--- config.mk ---
export PLATFORM = sky130hd
export DESIGN_NAME = recycler_sched
export DESIGN_NICKNAME = d
export VERILOG_FILES = /design/src/rtl/recycler_sched.sv
export SDC_FILE = /design/constraint.sdc
export NUM_CORES = 1
export LEC_CHECK = 0
export ABC_AREA = 0
export CAP_MARGIN = 20
export CORE_MARGIN = 2
export CORE_UTILIZATION = 49
export DETAILED_ROUTE_END_ITERATION = 16
export PLACE_DENSITY = 0.87
export SLEW_MARGIN = 5
export SYNTH_ARGS = -nofsm -noshare
export SYNTH_HDL_FRONTEND = slang
export SYNTH_SLANG_ARGS = --single-unit
--- constraint.sdc ---
create_clock -name clk_i -period 2 [get_ports clk_i]
set_input_delay 0.4 -clock clk_i [delete_from_list [all_inputs] [get_ports clk_i]]
set_output_delay 0.4 -clock clk_i [all_outputs]
set_load 0.03 [all_outputs]
--- src/rtl/recycler_sched.sv ---
// recycler_sched
//   Sequencing controller for the recycler and the conv MAC bank behind it.
//   Admits one frame at a time from upstream, then holds upstream off while
//   the recycler replays the frame once per filter. Every recycled column
//   window is tagged with (filter, column, weight base address) one cycle
//   after the recycler presents it. Length and protocol errors are sticky.
//
// Ports
//   clk_i, rst_i     clock; asynchronous active-high reset
//   in_valid_i       upstream column beat valid
//   in_last_i        upstream final column of the frame
//   in_ready_o       upstream may transfer (combinational from state)
//   rec_valid_i      recycler output window valid
//   mac_valid_o      tagged window valid to the MAC bank
//   filter_idx_o     filter index of the window
//   col_idx_o        column index of the window within its pass
//   wt_addr_o        filter_idx * FILTER_LEN, base of that filter's taps
//   pass_first_o     window is column 0
//   pass_last_o      window is column FRAME_LEN-1
//   frame_done_o     one-cycle pulse with the final window of the frame
//   frame_cnt_o      completed frames, wraps at 256
//   len_err_o        sticky: frame length did not match FRAME_LEN
//   spur_err_o       sticky: recycler output seen outside the replay phase
module recycler_sched #(
  parameter int FRAME_LEN   = 50,
  parameter int NUM_FILTERS = 8,
  localparam int FILTER_LEN = 3,
  localparam int COL_BW  = ($clog2(FRAME_LEN) > 1) ? $clog2(FRAME_LEN) : 1,
  localparam int FIL_BW  = ($clog2(NUM_FILTERS) > 1) ? $clog2(NUM_FILTERS) : 1,
  localparam int ADDR_BW = ($clog2(NUM_FILTERS*FILTER_LEN) > 1) ?
                           $clog2(NUM_FILTERS*FILTER_LEN) : 1
) (
  input  logic               clk_i,
  input  logic               rst_i,
  input  logic               in_valid_i,
  input  logic               in_last_i,
  output logic               in_ready_o,
  input  logic               rec_valid_i,
  output logic               mac_valid_o,
  output logic [FIL_BW-1:0]  filter_idx_o,
  output logic [COL_BW-1:0]  col_idx_o,
  output logic [ADDR_BW-1:0] wt_addr_o,
  output logic               pass_first_o,
  output logic               pass_last_o,
  output logic               frame_done_o,
  output logic [7:0]         frame_cnt_o,
  output logic               len_err_o,
  output logic               spur_err_o
);

  localparam logic [1:0] ST_IDLE  = 2'd0;
  localparam logic [1:0] ST_LOAD  = 2'd1;
  localparam logic [1:0] ST_CYCLE = 2'd2;

  localparam logic [COL_BW:0]   BEAT_LEN = (COL_BW+1)'(FRAME_LEN);
  localparam logic [COL_BW-1:0] COL_MAX  = COL_BW'(FRAME_LEN-1);
  localparam logic [FIL_BW-1:0] FIL_MAX  = FIL_BW'(NUM_FILTERS-1);
  localparam logic [ADDR_BW-1:0] TAPS    = ADDR_BW'(FILTER_LEN);

  logic [1:0]         state_q, state_d;
  logic [COL_BW:0]    beat_cnt_q, beat_cnt_d;
  logic [COL_BW-1:0]  col_q, col_d;
  logic [FIL_BW-1:0]  fil_q, fil_d;

  logic               mac_valid_q, mac_valid_d;
  logic [FIL_BW-1:0]  filter_idx_q, filter_idx_d;
  logic [COL_BW-1:0]  col_idx_q, col_idx_d;
  logic [ADDR_BW-1:0] wt_addr_q, wt_addr_d;
  logic               pass_first_q, pass_first_d;
  logic               pass_last_q, pass_last_d;
  logic               frame_done_q, frame_done_d;
  logic [7:0]         frame_cnt_q, frame_cnt_d;
  logic               len_err_q, len_err_d;
  logic               spur_err_q, spur_err_d;

  logic               xfer;
  logic [COL_BW:0]    beat_nxt;

  // Unused encoding 2'd3 also deasserts ready so nothing is admitted
  // during the single recovery cycle.
  assign in_ready_o = (state_q == ST_IDLE) || (state_q == ST_LOAD);
  assign xfer       = in_valid_i & in_ready_o;
  assign beat_nxt   = beat_cnt_q + 1'b1;

  always_comb begin
    state_d      = state_q;
    beat_cnt_d   = beat_cnt_q;
    col_d        = col_q;
    fil_d        = fil_q;
    mac_valid_d  = 1'b0;
    frame_done_d = 1'b0;
    filter_idx_d = filter_idx_q;
    col_idx_d    = col_idx_q;
    wt_addr_d    = wt_addr_q;
    pass_first_d = pass_first_q;
    pass_last_d  = pass_last_q;
    frame_cnt_d  = frame_cnt_q;
    len_err_d    = len_err_q;
    spur_err_d   = spur_err_q;

    // Recycler output outside replay is a protocol error and is dropped.
    if (rec_valid_i && state_q != ST_CYCLE) spur_err_d = 1'b1;

    case (state_q)
      ST_IDLE: begin
        beat_cnt_d = '0;
        col_d      = '0;
        fil_d      = '0;
        if (xfer) begin
          if (in_last_i) begin
            // One-beat frame: always short since FRAME_LEN >= 2.
            len_err_d = 1'b1;
            state_d   = ST_CYCLE;
          end else begin
            beat_cnt_d = (COL_BW+1)'(1);
            state_d    = ST_LOAD;
          end
        end
      end

      ST_LOAD: begin
        if (xfer) begin
          beat_cnt_d = beat_nxt;
          // Leave on last, or truncate at FRAME_LEN beats; a missing or
          // early last is flagged, a late one is never seen (ready drops).
          if (in_last_i || beat_nxt == BEAT_LEN) begin
            state_d = ST_CYCLE;
            col_d   = '0;
            fil_d   = '0;
            if (!(in_last_i && beat_nxt == BEAT_LEN)) len_err_d = 1'b1;
          end
        end
      end

      ST_CYCLE: begin
        if (rec_valid_i) begin
          // Tag from the pre-increment counters.
          mac_valid_d  = 1'b1;
          filter_idx_d = fil_q;
          col_idx_d    = col_q;
          wt_addr_d    = ADDR_BW'(fil_q) * TAPS;
          pass_first_d = (col_q == '0);
          pass_last_d  = (col_q == COL_MAX);
          if (col_q == COL_MAX) begin
            col_d = '0;
            if (fil_q == FIL_MAX) begin
              fil_d        = '0;
              beat_cnt_d   = '0;
              frame_done_d = 1'b1;
              frame_cnt_d  = frame_cnt_q + 8'd1;
              state_d      = ST_IDLE;
            end else begin
              fil_d = fil_q + 1'b1;
            end
          end else begin
            col_d = col_q + 1'b1;
          end
        end
      end

      default: begin
        state_d = ST_IDLE;
      end
    endcase
  end

  always_ff @(posedge clk_i or posedge rst_i) begin
    if (rst_i) begin
      state_q      <= ST_IDLE;
      beat_cnt_q   <= '0;
      col_q        <= '0;
      fil_q        <= '0;
      mac_valid_q  <= 1'b0;
      filter_idx_q <= '0;
      col_idx_q    <= '0;
      wt_addr_q    <= '0;
      pass_first_q <= 1'b0;
      pass_last_q  <= 1'b0;
      frame_done_q <= 1'b0;
      frame_cnt_q  <= '0;
      len_err_q    <= 1'b0;
      spur_err_q   <= 1'b0;
    end else begin
      state_q      <= state_d;
      beat_cnt_q   <= beat_cnt_d;
      col_q        <= col_d;
      fil_q        <= fil_d;
      mac_valid_q  <= mac_valid_d;
      filter_idx_q <= filter_idx_d;
      col_idx_q    <= col_idx_d;
      wt_addr_q    <= wt_addr_d;
      pass_first_q <= pass_first_d;
      pass_last_q  <= pass_last_d;
      frame_done_q <= frame_done_d;
      frame_cnt_q  <= frame_cnt_d;
      len_err_q    <= len_err_d;
      spur_err_q   <= spur_err_d;
    end
  end

  assign mac_valid_o  = mac_valid_q;
  assign filter_idx_o = filter_idx_q;
  assign col_idx_o    = col_idx_q;
  assign wt_addr_o    = wt_addr_q;
  assign pass_first_o = pass_first_q;
  assign pass_last_o  = pass_last_q;
  assign frame_done_o = frame_done_q;
  assign frame_cnt_o  = frame_cnt_q;
  assign len_err_o    = len_err_q;
  assign spur_err_o   = spur_err_q;

endmodule

==> results.cfg <==
[grt]
grt_first_pass_wirelength_um = 8770
grt_overflow = 0
grt_usage = 0.207
grt_pass1_vias = 1915
antenna_found_initial = 0
grt_max_degree = 46

[worst_setup_path]
path_max_fanout = 8
end_kind = register
worstPathRequired_ns = 2.18
start_kind = register
crit_arrival_ns = 2.09
worst-setup-path-type = register to register

[run_status]
outcome = finished, final reports clean

[die]
initial_core_util = 0.503
coreArea_um2 = 4690
io-pin-count = 34
die_h_um = 73.4
die_area_um2 = 5390
die_x_um = 73.4
rows = 25

[logic_synthesis]
synth_top_cell_by_area = dfrtp_1
ys_top_cells_by_area = dfrtp_1 48%, ha_1 7.4%, nand2_1 6.2%
synth_area_um2 = 2360
synth-seq-area-share = 0.477
yosysWarnings = 0
synth_top_area_share = 0.477
synth_seq_cells = 45
synthDistinctLibCells = 39
synthCells = 250
syn-num-nets = 270
syn_area_per_cell_um2 = 9.44

[clock_tree]
cts_hold_buf = 0
tritoncts = done
clkSinkCount = 45
clock_latency_ns = 0.30
ctsRootBufferMaster = clkbuf_8
numCtsBuffers = 5
cts.path.max_buffers = 2
htreeDepth = 2
cts.clk_slew.worst_paths_ns = 0.08

[cells_and_area]
layout.cells.non_filler = 366
drive_above_1_share = 0.189
fillCellCount = 358
layout_commonest_cell = dfrtp_1
fin_nets = 332
num_antenna_cells = 0
layout_common_cells = 45 x dfrtp_1, 38 x nand2_1, 32 x clkdlybuf4s50_1, 32 x buf_4, 21 x o21ai_0
area_growth_pct = 33.2
finalCoreUtilization = 0.670

[job]
maxCapViolations = 0

[timing]
relSlewSlack = 0.783
min_period_over_period = 0.957
hold_viol_final = 0
rsz0062_at_grt = true
hold_ws_ns = 0.464
layout_min_cycle_time_ns = 1.91
worst-slew-pin-transition_ns = 0.321
setup_viol = 0
setup_ws_ns = 0.0853
max_freq_mhz = 522
slew_viol_final = 0
fin_worst_skew_ns = 0.00559

[power]
p_leak_nw = 1.45
powerDensity_nw_per_um2 = 993
power_mw = 3.12
ir_drop_mv = 0.725

[detailed_routing]
ant_nets = 0
wl_um = 5290
viasPerCell = 5.48
via_count = 2005
wl_per_cell_um = 14.5
drc = 0
detailedRoute.firstPassIterationCount = 4
drtIter0Drc = 129

[placed_design]
dp_slack_ns = -0.0751
dpl.cell_count = 355
port-buffer-count = 33
hpwl_um = 3760
gp_congestion = 0.878

[worst_hold_path]
min_path_type = input pin to async pin
==> flip-flops by register name, summed over array words and instances (netlist names) <==
name,flops
frame_cnt_o,8
beat_cnt_q,7
col_idx_o,6
col_q,6
wt_addr_o,4
fil_q,3
filter_idx_o,3
state_q,2
frame_done_o,1
len_err_o,1
mac_valid_o,1
pass_first_o,1
pass_last_o,1
spur_err_o,1
==> cells in the mapped netlist <==
master     instances
a21o_1             1
a21oi_1            6
a31oi_1            1
a41oi_1            1
and3_1             6
and4_1             1
and4b_1            1
buf_1              1
buf_2              1
buf_4              2
buf_6              2
clkbuf_1           4
dfrtp_1           45
fa_1               1
ha_1              14
inv_1             18
mux2_2             1
mux2i_1            2
nand2_1           39
nand2b_1           3
nand3_1           13
nand3_4            1
nand4_1            4
nor2_1            17
nor2b_1            4
nor3_1             3
o211ai_1           2
o21ai_0           22
o21ai_1            2
o22ai_1            1
o2bb2ai_1          2
o31ai_1           10
o41ai_1            7
or2_1              1
or2b_1             1
or3_1              1
or4_1              1
xnor2_1            6
xor2_1             2
==> per-layer routing <==
layer / wire [um] / up-vias / global-route usage / share of wire
li1: - / 994 / - / -
met1: 2310 / 949 / 0.271 / 0.44
met2: 2700 / 56 / 0.342 / 0.51
met3: 222 / 6 / 0.0466 / 0.042
met4: 55 / 0 / 0.0667 / 0.010
met5: 0 / - / 0 / 0
==> worst max-delay path: stages, from the launching register on <==
cell and delay [ns]:
dfrtp_1 0.43, inv_1 0.13, ha_1 0.17, and4_1 0.24
or2b_1 0.18, buf_4 0.18, nand2_1 0.11, o41ai_1 0.36
==> what timing repair did <==
| item | CTS | global route |
|---|---|---|
| gates resized for setup | 1 | 18 |
| pin swaps | 0 | 2 |
| cloned | 0 | 0 |
| setup buffers | 2 | 2 |
| endpoints found under the setup margin | 2 | 13 |
| endpoints found under the hold margin | 0 | 0 |
==> cell type report <==
cell class	count	area [um^2]	share of cell area
Clock inverter	2	35.0	0.0111
Sequential cell	45	1130	0.358
Multi-Input combinational cell	177	1200	0.381
Inverter	18	67.6	0.0215
Timing Repair Buffer	65	581	0.185
Tap cell	54	67.6	0.0215
Clock buffer	5	68.8	0.0219
==> worst paths after layout <==
path                       slack [ns]       endpoint  cells after the start         start
max                              0.09       fil_q[0]                      7      col_q[1]
min in group clk_i               0.47   pass_first_o                      2  pass_first_o
min                              0.46  beat_cnt_q[6]                      3         rst_i
min reg2reg                      0.47   pass_first_o                      2  pass_first_o
max in group asynchronous        1.32       col_q[0]                      3         rst_i
max reg2reg                      0.09       fil_q[0]                      7      col_q[1]
==> per-stage QoR <==
step	TNS, ns	area, um^2
floorplan	0	2360
global placement	-0.0332	2920
detailed placement	-0.185	2920
CTS	0	3040
global route	-0.203	3140
finish	0	3140
==> where the power goes <==
part,internal (mW),switching (mW),total [mW]
Combinational,0.555,0.811,1.37
Clock,0.363,0.301,0.664
Sequential,1.02,0.0739,1.09
Total,1.94,1.19,3.12
==> cell families after synthesis <==
family	after synthesis	synth area share
AO/OA/AOI/OAI	55	0.147
flip-flops	45	0.477
adder cells (fa/ha/maj)	15	0.0827
XOR/XNOR	8	0.0297
AND/OR/NAND/NOR	96	0.195
multiplexers	3	0.0133
buffers and inverters	28	0.0546
Note: power is estimated with default switching activity, not from simulation.
